===== config.mk =====
export PLATFORM = sky130hd
export DESIGN_NAME = axi_lite_mem_slave
export DESIGN_NICKNAME = d
export VERILOG_FILES = /design/src/rtl/axi_lite_mem_slave.sv
export SDC_FILE = /design/constraint.sdc
export NUM_CORES = 1
export LEC_CHECK = 0
export BUFFER_PORTS_ARGS = -buffer_cell sky130_fd_sc_hd__buf_2
export CAP_MARGIN = 30
export CORE_MARGIN = 2
export CORE_UTILIZATION = 55
export DETAILED_ROUTE_END_ITERATION = 12
export PLACE_DENSITY = 0.7
export SLEW_MARGIN = 15
export SYNTH_ARGS = -nofsm -noshare
export SYNTH_HDL_FRONTEND = slang
export SYNTH_SLANG_ARGS = --single-unit

===== constraint.sdc =====
create_clock -name s_axi_aclk -period 3.82 [get_ports s_axi_aclk]
set_input_delay 0.764 -clock s_axi_aclk [delete_from_list [all_inputs] [get_ports s_axi_aclk]]
set_output_delay 0.764 -clock s_axi_aclk [all_outputs]
set_load 0.01 [all_outputs]

===== src/rtl/axi_lite_mem_slave.sv =====
// AXI4-Lite slave word memory. Terminates one interconnect master port and
// decodes only the low address bits into a DEPTH-word register array with
// byte strobes. Write and read channels run as independent FSMs with a
// single outstanding transaction each and one-cycle response latency.
module axi_lite_mem_slave #(
  parameter int DATA_WIDTH = 32,
  parameter int ADDR_WIDTH = 8,
  parameter int RESP_WIDTH = 3,
  parameter int DEPTH      = 16
) (
  input  logic                    s_axi_aclk,
  input  logic                    s_axi_aresetn,
  input  logic [ADDR_WIDTH-1:0]   s_axi_awaddr,
  input  logic                    s_axi_awvalid,
  output logic                    s_axi_awready,
  input  logic [DATA_WIDTH-1:0]   s_axi_wdata,
  input  logic [DATA_WIDTH/8:0]   s_axi_wstrb,
  input  logic                    s_axi_wvalid,
  output logic                    s_axi_wready,
  output logic [RESP_WIDTH-1:0]   s_axi_bresp,
  output logic                    s_axi_bvalid,
  input  logic                    s_axi_bready,
  input  logic [ADDR_WIDTH-1:0]   s_axi_araddr,
  input  logic                    s_axi_arvalid,
  output logic                    s_axi_arready,
  output logic [DATA_WIDTH-1:0]   s_axi_rdata,
  output logic [RESP_WIDTH-1:0]   s_axi_rresp,
  output logic                    s_axi_rvalid,
  input  logic                    s_axi_rready
);

  localparam int NB   = DATA_WIDTH / 8;
  localparam int IDXW = ADDR_WIDTH - 2;
  localparam int MAW  = $clog2(DEPTH);

  localparam logic [RESP_WIDTH-1:0] RESP_OKAY   = '0;
  localparam logic [RESP_WIDTH-1:0] RESP_SLVERR = RESP_WIDTH'(2);

  typedef enum logic [1:0] {W_IDLE, W_WAIT_DATA, W_WAIT_ADDR, W_RESP} wstate_e;
  typedef enum logic       {R_IDLE, R_RESP} rstate_e;

  // Word index is addr[ADDR_WIDTH-1:2]; anything at or above DEPTH is a miss.
  function automatic logic in_range(input logic [ADDR_WIDTH-1:0] a);
    logic [IDXW-1:0] idx;
    idx = a[ADDR_WIDTH-1:2];
    return ((idx >> MAW) == '0);
  endfunction

  logic [DEPTH-1:0][DATA_WIDTH-1:0] mem_q;
  logic                             init_q;

  wstate_e                wstate_q, wstate_d;
  logic [ADDR_WIDTH-1:0]  awaddr_q, awaddr_d;
  logic [DATA_WIDTH-1:0]  wdata_q, wdata_d;
  logic [NB-1:0]          wstrb_q, wstrb_d;
  logic                   bvalid_q, bvalid_d;
  logic [RESP_WIDTH-1:0]  bresp_q, bresp_d;

  rstate_e                rstate_q, rstate_d;
  logic                   rvalid_q, rvalid_d;
  logic [DATA_WIDTH-1:0]  rdata_q, rdata_d;
  logic [RESP_WIDTH-1:0]  rresp_q, rresp_d;

  logic                   aw_hs, w_hs, ar_hs;
  logic                   commit;
  logic [ADDR_WIDTH-1:0]  cm_addr;
  logic [DATA_WIDTH-1:0]  cm_data;
  logic [NB-1:0]          cm_strb;
  logic                   cm_in;
  logic                   rd_in;

  // Address bits 1:0 and the extra strobe bit carry no meaning here.
  logic unused_bits;
  assign unused_bits = ^{s_axi_wstrb[NB], s_axi_awaddr[1:0], s_axi_araddr[1:0], awaddr_q[1:0]};

  // Readies come from registered state only, never from the valids.
  assign s_axi_awready = init_q & ((wstate_q == W_IDLE) | (wstate_q == W_WAIT_ADDR));
  assign s_axi_wready  = init_q & ((wstate_q == W_IDLE) | (wstate_q == W_WAIT_DATA));
  assign s_axi_arready = init_q & (rstate_q == R_IDLE);
  assign s_axi_bvalid  = bvalid_q;
  assign s_axi_bresp   = bresp_q;
  assign s_axi_rvalid  = rvalid_q;
  assign s_axi_rdata   = rdata_q;
  assign s_axi_rresp   = rresp_q;

  assign aw_hs = s_axi_awvalid & s_axi_awready;
  assign w_hs  = s_axi_wvalid  & s_axi_wready;
  assign ar_hs = s_axi_arvalid & s_axi_arready;

  // Commit operands: take whichever half was latched earlier, else the live bus.
  assign cm_addr = (wstate_q == W_WAIT_DATA) ? awaddr_q : s_axi_awaddr;
  assign cm_data = (wstate_q == W_WAIT_ADDR) ? wdata_q  : s_axi_wdata;
  assign cm_strb = (wstate_q == W_WAIT_ADDR) ? wstrb_q  : s_axi_wstrb[NB-1:0];
  assign cm_in   = in_range(cm_addr);
  assign rd_in   = in_range(s_axi_araddr);

  // Init flag: holds readies low for the first edge after reset release.
  always_ff @(posedge s_axi_aclk or negedge s_axi_aresetn) begin
    if (!s_axi_aresetn) init_q <= 1'b0;
    else                init_q <= 1'b1;
  end

  // Write FSM next state, address/data latching and response generation.
  always_comb begin
    wstate_d = wstate_q;
    awaddr_d = awaddr_q;
    wdata_d  = wdata_q;
    wstrb_d  = wstrb_q;
    bvalid_d = bvalid_q;
    bresp_d  = bresp_q;
    commit   = 1'b0;
    case (wstate_q)
      W_IDLE: begin
        if (aw_hs && w_hs) begin
          commit   = 1'b1;
          wstate_d = W_RESP;
        end else if (aw_hs) begin
          awaddr_d = s_axi_awaddr;
          wstate_d = W_WAIT_DATA;
        end else if (w_hs) begin
          wdata_d  = s_axi_wdata;
          wstrb_d  = s_axi_wstrb[NB-1:0];
          wstate_d = W_WAIT_ADDR;
        end
      end
      W_WAIT_DATA: begin
        if (w_hs) begin
          commit   = 1'b1;
          wstate_d = W_RESP;
        end
      end
      W_WAIT_ADDR: begin
        if (aw_hs) begin
          commit   = 1'b1;
          wstate_d = W_RESP;
        end
      end
      W_RESP: begin
        if (s_axi_bready) begin
          bvalid_d = 1'b0;
          wstate_d = W_IDLE;
        end
      end
      default: wstate_d = W_IDLE;
    endcase
    if (commit) begin
      bvalid_d = 1'b1;
      bresp_d  = cm_in ? RESP_OKAY : RESP_SLVERR;
    end
  end

  // Write FSM registers.
  always_ff @(posedge s_axi_aclk or negedge s_axi_aresetn) begin
    if (!s_axi_aresetn) begin
      wstate_q <= W_IDLE;
      awaddr_q <= '0;
      wdata_q  <= '0;
      wstrb_q  <= '0;
      bvalid_q <= 1'b0;
      bresp_q  <= '0;
    end else begin
      wstate_q <= wstate_d;
      awaddr_q <= awaddr_d;
      wdata_q  <= wdata_d;
      wstrb_q  <= wstrb_d;
      bvalid_q <= bvalid_d;
      bresp_q  <= bresp_d;
    end
  end

  // Memory array: byte-strobed write on commit; out-of-range commits are dropped.
  always_ff @(posedge s_axi_aclk or negedge s_axi_aresetn) begin
    if (!s_axi_aresetn) begin
      mem_q <= '0;
    end else if (commit && cm_in) begin
      for (int b = 0; b < NB; b++) begin
        if (cm_strb[b]) mem_q[cm_addr[MAW+1:2]][b*8 +: 8] <= cm_data[b*8 +: 8];
      end
    end
  end

  // Read FSM next state. mem_q is sampled before this edge's write lands,
  // so a same-edge read of the written word returns the old value.
  always_comb begin
    rstate_d = rstate_q;
    rvalid_d = rvalid_q;
    rdata_d  = rdata_q;
    rresp_d  = rresp_q;
    case (rstate_q)
      R_IDLE: begin
        if (ar_hs) begin
          rstate_d = R_RESP;
          rvalid_d = 1'b1;
          rdata_d  = rd_in ? mem_q[s_axi_araddr[MAW+1:2]] : '0;
          rresp_d  = rd_in ? RESP_OKAY : RESP_SLVERR;
        end
      end
      R_RESP: begin
        if (s_axi_rready) begin
          rvalid_d = 1'b0;
          rstate_d = R_IDLE;
        end
      end
      default: rstate_d = R_IDLE;
    endcase
  end

  // Read FSM registers.
  always_ff @(posedge s_axi_aclk or negedge s_axi_aresetn) begin
    if (!s_axi_aresetn) begin
      rstate_q <= R_IDLE;
      rvalid_q <= 1'b0;
      rdata_q  <= '0;
      rresp_q  <= '0;
    end else begin
      rstate_q <= rstate_d;
      rvalid_q <= rvalid_d;
      rdata_q  <= rdata_d;
      rresp_q  <= rresp_d;
    end
  end

endmodule


==> flow_summary.ini <==
[run_status]
status = finished clean

[setup_path]
cp_data_arrival_time_ns = 3.80
r2r_setup_slack_ns = 0.51
crit_fanout = 18
setup.worst_path.end_class = register
cp.required_ns = 4.31
critPathLaunchType = register
criticalPathCategory = register to register

[logic_synthesis]
ys_types = 40
avgSynthCellArea_um2 = 15.6
ys_ff_latch = 594
synthFlopType = dfrtp_1
syn_inst = 1769
synth-async-reset-ratio = 1.00
syn-cell-area_mm2 = 0.0275
synth_warnings = 0
ys_seq_area_frac = 0.540
synth_edf_count = 0

[layout]
seqCellArea_mm2 = 0.0149
final_layout_size_suffix_gt1_frac = 0.540
fillers = 3663
n_antenna_cell = 0
stdcell_area_mm2 = 0.0311
multiInputGateArea_mm2 = 0.0122
area_growth_pct = 13.1
nets = 1963

[sta]
fin_crit_sh = 0.866
period_needed_ns = 3.31
final.setup_skew_ns = 0.0262
timing.fmax_mhz = 302
worstMarginPinSlew_ns = 1.04
fin_setup_tns_ns = 0
finalSetupViolations = 0
slew_violations = 0
rsz0062_at_grt = false
slew_headroom = 0.305
final_hold_viol_count = 0

[global_routing]
grt_overflow_total = 0
grt_max_degree = 106
grt_pass1_wl_mm = 100
antenna_found_initial = 4
track_usage = 0.251
grt_pass1_vias = 16701

[die]
die_h_um = 228
dieArea_mm2 = 0.0519
start_util = 0.560
num_rows = 81
core_mm2 = 0.0492
fp.dieW_um = 228
io_pins = 103

[drt]
drt_iter0_drc = 986
firstDrtPassIters = 6
wl_per_cell_um = 24.4
vias_per_cell = 6.10
drc_errors = 0
drtAntennaViolNets = 0
wirelength_mm = 63.7
vias = 15930

[cts]
clk_pin_slew_ns = 0.06
postCtsResizedCells = 0
clock_path_buffers = 3
htree_levels = 2
clock-sinks = 594
cts-buffers-inserted = 60
cts_tree = done
clk_latency_ns = 0.63
cts_root_buf = clkbuf_16
cts_setup_buffers = 0
hold_buffers = 0

[placement]
place_area_mm2 = 0.0292
dp.final_hpwl_mm = 39.6
place_congestion = 0.816
portBuffers = 93

[pwr]
powerDensity_mw_per_mm2 = 544
vdd_drop_max_mv = 0.413
leakagePower_uw = 0.0153

[run]
cap_violations = 0

[hold_path]
hp-class = input pin to asynchronous set/reset pin
-- sequential cells by signal (all words and copies together) (netlist names) --
signal,count
mem_q,512
s_axi_rdata,32
wdata_q,32
awaddr_q,6
wstrb_q,4
wstate_q,2
init_q,1
rstate_q,1
s_axi_bresp,1
s_axi_bvalid,1
s_axi_rresp,1
s_axi_rvalid,1
-- layout by cell type (no fill, tap or decap), types with 4 or more instances in the layout --
cell type,n
buf_12,11
clkbuf_16,61
clkbuf_1,23
nand2_1,39
dfrtp_1,594
conb_1,5
nor3b_1,5
o211ai_1,33
buf_4,74
clkinv_2,7
nor2b_1,4
ha_1,4
and3b_1,6
nor3_4,40
mux2_1,12
clkbuf_8,14
mux2i_1,64
buf_2,89
o21ai_0,5
a22oi_1,64
mux4_2,96
mux2_2,612
nor3_2,25
bufinv_16,4
o22ai_1,16
-- cell families after synthesis --
kind of cell	synth area share
AO/OA/AOI/OAI	0.0350
adder cells (fa/ha/maj)	0.00227
buffers and inverters	0.0184
flip-flops	0.540
multiplexers	0.357
other	0.000273
AND/OR/NAND/NOR	0.0470
-- critical path: stages (launching register included) --
cell      delay (ns)
dfrtp_1         0.39
inv_1           0.10
ha_1            0.42
nor3_2          0.63
o211ai_4        0.42
nor3_4          0.78
mux2_2          0.41
-- layout make-up --
class / instances / share of cell area
multi-input combinational: 1062 / 0.392
clock buffer: 98 / 0.0580
timing repair buffer: 177 / 0.0404
inverter: 3 / 0.000362
sequential: 594 / 0.477
tap: 664 / 0.0267
clock inverter: 12 / 0.00522
-- cell usage after synthesis, drive strengths merged, types with 3 or more instances --
master    n  area (µm²)
o211ai   37         298
mux4     96        2160
nor3b     7        62.6
dfrtp   594       14900
o21ai     5        25.0
buf      43         231
clkbuf   70         263
nand2    39         146
a22oi    65         488
mux2i    64         641
and3b     6        52.6
inv       3        11.3
nor3     67         911
o22ai    16         100
and2      3        18.8
ha        5        62.6
mux2    624        7030
nor2b     5        31.3
-- path summary, 6_finish.rpt --
check / start / end / cells after the start
min in group s_axi_aclk: s_axi_rready / rstate_q / 2
setup / recovery: wstate_q[1] / mem_q[76] / 6
hold reg to reg: mem_q[87] / mem_q[87] / 1
hold / removal: s_axi_aresetn / wdata_q[28] / 1
setup reg to reg: wstate_q[1] / mem_q[76] / 6
max in group asynchronous: s_axi_aresetn / mem_q[39] / 2
-- power by group --
group | switching (µW) | internal [µW]
logic | 2110 | 1440
clock network | 2400 | 3470
registers | 414 | 7110
total | 4920 | 12000
-- per-stage QoR --
step / hold WS [ns] / power, µW / utilization / std cells / setup WS (ns)
after global placement: 0.457 / 11000 / 0.593 / 2495 / 0.647
after detailed placement: 0.464 / 11200 / 0.593 / 2499 / 0.591
final: 0.113 / 16900 / 0.633 / 2610 / 0.514
after global routing: 0.139 / 17700 / 0.633 / 2610 / 0.334
after floorplan: 0.453 / 10100 / - / 1772 / 1.37
after CTS: 0.126 / 17000 / 0.633 / 2609 / 0.511
-- routing by layer --
metal | GRT usage | part of all wire | vias up
met5 | 0 | 0.00036 | -
met1 | 0.363 | 0.45 | 8540
met2 | 0.394 | 0.47 | 354
met4 | 0.0755 | 0.030 | 4
met3 | 0.0405 | 0.049 | 114
li1 | - | - | 6918
(Power assumes the default switching activity.)
